==> src/rtl/vga_timing_gen.sv <==
// vga_timing_gen: VGA raster counters, syncs and frame-aligned strobes from a divided system clock.
module vga_timing_gen #(
   parameter int CLK_DIV     = 4,
   parameter int H_VIS       = 640,
   parameter int H_FP        = 16,
   parameter int H_SYNC      = 96,
   parameter int H_BP        = 48,
   parameter int V_VIS       = 480,
   parameter int V_FP        = 10,
   parameter int V_SYNC      = 2,
   parameter int V_BP        = 33,
   parameter logic SYNC_POL  = 1'b0,
   parameter int TICK_FRAMES = 60
) (
   input  logic       clk,
   input  logic       rst,
   output logic [9:0] h_cnt,
   output logic [9:0] v_cnt,
   output logic       valid,
   output logic       hsync,
   output logic       vsync,
   output logic       pix_en,
   output logic       frame_start,
   output logic       vblank,
   output logic       game_tick,
   output logic [7:0] frame_cnt
);
   localparam int H_TOT = H_VIS + H_FP + H_SYNC + H_BP;
   localparam int V_TOT = V_VIS + V_FP + V_SYNC + V_BP;
   localparam int DW = CLK_DIV > 1 ? $clog2(CLK_DIV) : 1;
   localparam int TW = $clog2(TICK_FRAMES) > 6 ? $clog2(TICK_FRAMES) : 6;
   localparam logic [DW-1:0] D_LAST = DW'(CLK_DIV - 1);
   localparam logic [TW-1:0] T_LAST = TW'(TICK_FRAMES - 1);
   localparam logic [9:0] H_LAST = 10'(H_TOT - 1);
   localparam logic [9:0] V_LAST = 10'(V_TOT - 1);
   localparam logic [9:0] H_VEND = 10'(H_VIS);
   localparam logic [9:0] V_VEND = 10'(V_VIS);
   localparam logic [9:0] HS_BEG = 10'(H_VIS + H_FP);
   localparam logic [9:0] HS_END = 10'(H_VIS + H_FP + H_SYNC);
   localparam logic [9:0] VS_BEG = 10'(V_VIS + V_FP);
   localparam logic [9:0] VS_END = 10'(V_VIS + V_FP + V_SYNC);

   logic [DW-1:0] div_q, div_d;
   logic [9:0]    h_cnt_q, h_cnt_d, v_cnt_q, v_cnt_d;
   logic          valid_q, valid_d, hsync_q, hsync_d, vsync_q, vsync_d, vblank_q, vblank_d;
   logic          frame_start_q, frame_start_d, game_tick_q, game_tick_d;
   logic [7:0]    frame_cnt_q, frame_cnt_d;
   logic [TW-1:0] tk_q, tk_d;
   logic          h_wrap, wrap;

   assign pix_en = div_q == D_LAST;

   // Status flags are computed from the next counter values so they change on the same edge as the counters.
   always_comb begin
      h_wrap        = h_cnt_q == H_LAST;
      wrap          = pix_en && h_wrap && v_cnt_q == V_LAST;
      div_d         = pix_en ? '0 : div_q + DW'(1);
      h_cnt_d       = pix_en ? (h_wrap ? 10'd0 : h_cnt_q + 10'd1) : h_cnt_q;
      v_cnt_d       = (pix_en && h_wrap) ? (v_cnt_q == V_LAST ? 10'd0 : v_cnt_q + 10'd1) : v_cnt_q;
      valid_d       = h_cnt_d < H_VEND && v_cnt_d < V_VEND;
      hsync_d       = (h_cnt_d >= HS_BEG && h_cnt_d < HS_END) ? SYNC_POL : ~SYNC_POL;
      vsync_d       = (v_cnt_d >= VS_BEG && v_cnt_d < VS_END) ? SYNC_POL : ~SYNC_POL;
      vblank_d      = v_cnt_d >= V_VEND;
      frame_start_d = wrap;
      game_tick_d   = wrap && tk_q == T_LAST;
      tk_d          = wrap ? (tk_q == T_LAST ? '0 : tk_q + TW'(1)) : tk_q;
      frame_cnt_d   = frame_cnt_q + {7'd0, wrap};
   end

   always_ff @(posedge clk or posedge rst) begin
      if (rst) begin
         div_q         <= '0;
         h_cnt_q       <= H_LAST;
         v_cnt_q       <= V_LAST;
         valid_q       <= 1'b0;
         hsync_q       <= ~SYNC_POL;
         vsync_q       <= ~SYNC_POL;
         vblank_q      <= 1'b1;
         frame_start_q <= 1'b0;
         game_tick_q   <= 1'b0;
         frame_cnt_q   <= '0;
         tk_q          <= '0;
      end else begin
         div_q         <= div_d;
         h_cnt_q       <= h_cnt_d;
         v_cnt_q       <= v_cnt_d;
         valid_q       <= valid_d;
         hsync_q       <= hsync_d;
         vsync_q       <= vsync_d;
         vblank_q      <= vblank_d;
         frame_start_q <= frame_start_d;
         game_tick_q   <= game_tick_d;
         frame_cnt_q   <= frame_cnt_d;
         tk_q          <= tk_d;
      end
   end

   assign h_cnt       = h_cnt_q;
   assign v_cnt       = v_cnt_q;
   assign valid       = valid_q;
   assign hsync       = hsync_q;
   assign vsync       = vsync_q;
   assign vblank      = vblank_q;
   assign frame_start = frame_start_q;
   assign game_tick   = game_tick_q;
   assign frame_cnt   = frame_cnt_q;
endmodule
==> config.mk <==
export PLATFORM = sky130hd
export DESIGN_NAME = vga_timing_gen
export DESIGN_NICKNAME = d
export VERILOG_FILES = /design/src/rtl/vga_timing_gen.sv
export SDC_FILE = /design/constraint.sdc
export NUM_CORES = 1
export LEC_CHECK = 0
export BUFFER_PORTS_ARGS = -buffer_cell sky130_fd_sc_hd__buf_2
export CORE_AREA = 3 3 48 93
export CTS_CLUSTER_SIZE = 14
export DETAILED_ROUTE_END_ITERATION = 10
export DIE_AREA = 0 0 51 96
export GPL_ROUTABILITY_DRIVEN = 0
export PLACE_DENSITY = 0.82
export SLEW_MARGIN = 10
export SYNTH_ARGS = -nofsm -noshare
export SYNTH_HDL_FRONTEND = slang
export SYNTH_SLANG_ARGS = --single-unit
==> constraint.sdc <==
create_clock -name clk -period 3 [get_ports clk]
set_clock_uncertainty 0.15 [all_clocks]
set_input_delay 0.15 -clock clk [delete_from_list [all_inputs] [get_ports clk]]
set_output_delay 0.15 -clock clk [all_outputs]
set_load 0.01 [all_outputs]
## Yosys cells after proc, flatten, opt, wreduce, memory -nomap -nowiden

Cells that the tools add are included.

- $add $sub $neg: 5
- Magnitude comparators: 7
- Eq/ne operators: 4
- Muxes and demuxes: 8
- Reduce and logical (&&, ||, !) cells: 6

Operator list:

| kind | count |
|---|---|
| 10-bit 2-to-1 mux | 4 |
| 10-bit by 1-bit adder with 10-bit output (second input constant) | 2 |
| 10-bit equality test (second input constant) | 2 |
| 10-bit by 9-bit >= comparator with 1-bit output (second input constant) | 2 |
| 10-bit less-than comparator (second input constant) | 2 |
| 10-bit by 9-bit less-than comparator with 1-bit output (second input constant) | 2 |
| 10-bit >= comparator (second input constant) | 1 |
| 8-bit by 1-bit adder with 8-bit output | 1 |
| 6-bit by 1-bit adder with 6-bit output (second input constant) | 1 |
| 6-bit equality test (second input constant) | 1 |
| 1-bit logical AND | 6 |
| 6-bit 2-to-1 mux | 1 |
| 2-bit by 1-bit adder with 2-bit output (second input constant) | 1 |
| 2-bit equality test (second input constant) | 1 |
| 1-bit 2-to-1 mux | 2 |
| 2-bit 2-to-1 mux | 1 |

- Register bits: 42
- Bits of input ports: 2
- Output and inout port bits: 35
- Logic and storage cells: 41

## Longest topological paths before layout

- Depth after elaboration: 6
- Mapped depth: 11
- Gate-level depth less buffers: 11

## Least setup slack after synthesis

OpenSTA, ideal clock, no wires.

- Path type: register to register
- From: reg h_cnt_q[5], in the netlist h_cnt[5]
- To: reg frame_cnt_q[6], in the netlist frame_cnt[6]
- Setup time: 0.125 ns
- Arrival time: 2.579 ns
- Required time: 2.725 ns
- Path slack: 0.146 ns
- Cell stages (with the launch flop): 10
- Buffers on the path: 0
- Period minus slack after synthesis: 2.854 ns
- Cells stage by stage: dfrtp_1 > or3_4 > nor4_2 > nand2_1 > inv_1 > ha_1 > ha_1 > and3_1 > nand3_1 > xnor2_1

- Word-level cells in the longest chain between the ends: 4

Ends and longest elaborated chain:

| element | RTL line | source |
|---|---|---|
| from (decl) | 44 | `logic [9:0] h_cnt_q, h_cnt_d, v_cnt_q, v_cnt_d;` |
| from (signal assigned) | 85 | `h_cnt_q <= h_cnt_d;` |
| 10-bit equality test | 55 | `h_wrap = h_cnt_q == H_LAST;` |
| 1-bit logical AND (2 in series) | 56 | `wrap = pix_en && h_wrap && v_cnt_q == V_LAST;` |
| net frame_start_d | 46 | `logic frame_start_q, frame_start_d, game_tick_q, game_tick_d;` |
| 8-bit by 1-bit adder with 8-bit output | 67 | `frame_cnt_d = frame_cnt_q + {7'd0, wrap};` |
| net frame_cnt_d[6] | 47 | `logic [7:0] frame_cnt_q, frame_cnt_d;` |
| to (signal assigned) | 93 | `frame_cnt_q <= frame_cnt_d;` |
| to (decl) | 47 |  |

The timed path passes the listed nets, and every way through them passes these cells.
A chain may end at the register's enable or synchronous reset.

## Worst setup path in the final report

- From: reg h_cnt_q[0], in the netlist h_cnt[0]
- To: reg vblank_q, in the netlist vblank

- Word-level cells in the longest chain between the ends: 4

Ends and longest elaborated chain:

| element | RTL line | source |
|---|---|---|
| 10-bit equality test | 55 |  |
| 1-bit logical AND | 59 | `v_cnt_d = (pix_en && h_wrap) ? (v_cnt_q == V_LAST ? 10'd0 : v_cnt_q + 10'd1) : v_cnt_q;` |
| 10-bit 2-to-1 mux | 59 |  |
| net v_cnt_d[8] | 44 |  |
| 10-bit by 9-bit >= comparator with 1-bit output | 63 | `vblank_d = v_cnt_d >= V_VEND;` |
| net vblank_d | 45 | `logic valid_q, valid_d, hsync_q, hsync_d, vsync_q, vsync_d, vblank_q, vblank_d;` |
| to (signal assigned) | 90 | `vblank_q <= vblank_d;` |
| to (decl) | 45 |  |

The timed path passes the listed nets, and every way through them passes these cells.

==> flow_metrics.tcl <==
set metrics [dict create \
    synth_area_mm2 0.00207 \
    endpoint_kind "flip-flop" \
    fill_cells 342 \
    io_buffers 36 \
    hold_path_class "reg -> reg" \
    synth_cells 204 \
    hold_viol 0 \
    power.internal_uw 818 \
    synth_fp_nets 213 \
    outcome "completed" \
    swShare_pct 19.0 \
    dr.pass1.iters 6 \
    ir_drop_v 0.000405 \
    r2r-start "h_cnt[0]" \
    areaGrowthSynthToFinish_pct 17.0 \
    avgSynthCellArea_um2 10.2 \
    min_to "div_q[0]" \
    cp_top_family "simple AND/OR/NAND/NOR gates" \
    cts_sinks 42 \
    wirelength_um 4130 \
    rsz0062_at_grt "no" \
    h-tree-depth 2 \
    pwr-share-clk_pct 42.6 \
    maxCapViolations 0 \
    worstPathMaxFanout 10 \
    pre_cts_ws_ns 0.243 \
    reg2reg_slack_ns 0.22 \
    reg2reg_to "vblank" \
    holdPathStages 1 \
    cts_root_buf "clkbuf_8" \
    layout-drive-gt1-share_pct 27.7 \
    comb_power_share_pct 1.3 \
    viasPerCell 5.49 \
    start_util_pct 53.4 \
    slowest_stage "dfstp_2" \
    whs_ns 0.284 \
    cellLeakagePower_uw 0.00119 \
    setup_violations 0 \
    crit_path_max_incr_delay_ns 0.57 \
    grt_remaining_overflow 0 \
    ant_nets 0 \
    worst_pin_slew_ns 0.567 \
    grt_pass1_vias 1577 \
    fin_ws_ns 0.221 \
    switching_power_uw 192 \
    wl_per_cell_um 13.8 \
    path_class "reg -> reg" \
    final_max_slew_viol_count 0 \
    place_hpwl_um 3080 \
    p_seq_share_pct 56.1 \
    crit_arrival_ns 2.85 \
    worstSetupStartpointType "flip-flop" \
    p_per_area_mw_per_mm2 417 \
    cpMostUsedCell "or4_4" \
    synth_flop_cell "dfrtp_1" \
    yosys_warnings 0 \
    grt_pass1_wl_um 6840 \
    max_slew_margin_pct 61.8 \
    synth-edff-count 0 \
    worstRegToRegCells 7 \
    die_area_mm2 0.00490 \
    async_flop_share_pct 100 \
    cp_cell_sequence "ha_1 -> nand3_1 -> or4_4 -> or4_4 -> xnor2_2 -> and4_1 -> or2_1" \
    cts.path.max_buffers 2 \
    n_antenna_cell 0 \
    drtIter0Drc 30 \
    grt_usage_pct 18.5 \
    drc 0 \
    core_area_mm2 0.00388 \
    post-route-period-util_pct 92.6 \
    ys_types 39 \
    final_cell_mix "buf_2, nand2_1, dfrtp_1" \
    cts-resized-gates 0 \
    required_ns 3.07 \
    finalPower_uw 1010 \
    rows 32 \
    path_clk_slew_ns 0.08 \
    timing.final.crit_period_ns 2.78 \
    antenna_found_initial 0 \
    die_w_um 51 \
    tns_ns 0 \
    via_count 1648 \
    post-route-util_pct 62.4 \
    grt_max_degree 43 \
    die_h_um 96 \
    pin_count 37 \
    min_from "div_q[0]" \
    synth_seq_cells 42 \
    cts_tree "built" \
    postCtsSetupRepairBufs 0 \
    final_common_cell "buf_2" \
    clkLatencyLatePin_ns 0.29 \
    cp_num_buf_inv 0 \
    ys_seq_area_share_pct 51.5 \
    max_freq_mhz 360 \
    nNetsFinal 257 \
    cts_buffers 5 \
]
-- cell usage after synthesis, types with 4 or more instances --
cell type	count	area (µm²)
nand3_1	10	50.1
xnor2_1	9	78.8
nor3_1	6	30.0
ha_1	7	87.6
and4_1	4	35.0
nand4_1	9	56.3
inv_1	8	30.0
xor2_1	7	61.3
nor2_1	11	41.3
dfstp_2	13	342
nand2_1	35	131
o21ai_0	17	85.1
and3_1	4	25.0
dfrtp_1	29	726
-- worst max-delay path by stage --
stage,from,end,slack [ns],cells past startpoint
detailed placement,h_cnt[0],vblank,0.24,7
finish,h_cnt[0],vblank,0.22,7
floorplan,h_cnt[5],frame_cnt[6],0.15,9
global placement,h_cnt[5],vblank,0.30,6
global route,h_cnt[0],vblank,0.12,7
CTS,h_cnt[5],vblank,0.22,6
-- state kept, by name (all words and copies together), names as in the netlist --
register / flops
div_q: 2
frame_cnt: 8
frame_start: 1
game_tick: 1
h_cnt: 10
hsync: 1
tk_q: 6
v_cnt: 10
valid: 1
vblank: 1
vsync: 1
-- cells by family (layout without fill, tap and decap cells) --
logic type               Yosys count  in the layout  share of synthesized area (%)
adder cells (fa/ha/maj)            7              7                           4.23
AO/OA/AOI/OAI                     30             30                           8.52
multiplexers                       1              1                          0.483
buffers and inverters             13             58                           3.62
XOR/XNOR                          17             17                           7.55
flip-flops                        42             42                           51.5
AND/OR/NAND/NOR                   94             94                           24.1
-- power groups by stage --
| stage | clock network [µW] | registers (µW) | logic [µW] |
|---|---|---|---|
| floorplan | 0 | 577 | 8.16 |
| global placement | 0 | 577 | 12.6 |
| detailed placement | 0 | 577 | 12.8 |
| CTS | 445 | 567 | 13.8 |
| global route | 470 | 567 | 15.3 |
| finish | 431 | 567 | 12.9 |
-- timing repair --
item                                    in CTS  in global routing
hold endpoints to repair                    29                  0
hold buffers                                 1                  0
endpoints found under the setup margin       0                  0
-- stage by stage --
step / instances / cell area [µm²]
floorplan: 204 / 2070
global placement: 291 / 2310
detailed placement: 291 / 2310
CTS: 300 / 2420
global route: 300 / 2420
finish: 300 / 2420
-- routing by layer --
| layer | global-route usage, % | wire length [µm] |
|---|---|---|
| met1 | 19.7 | 1560 |
| met2 | 32.9 | 2260 |
| met3 | 2.79 | 150 |
| met4 | 12.1 | 161 |
| met5 | 0 | 0 |
-- layout make-up --
cell class	count	area [µm²]	area share [%]
sequential	42	1070	44.0
multi-input combinational	149	930	38.3
timing repair buffer	42	228	9.39
clock buffer	7	76.3	3.15
tap	51	63.8	2.63
clock inverter	1	30.0	1.24
inverter	8	30.0	1.24
Note: power is estimated with default switching activity, not from simulation.
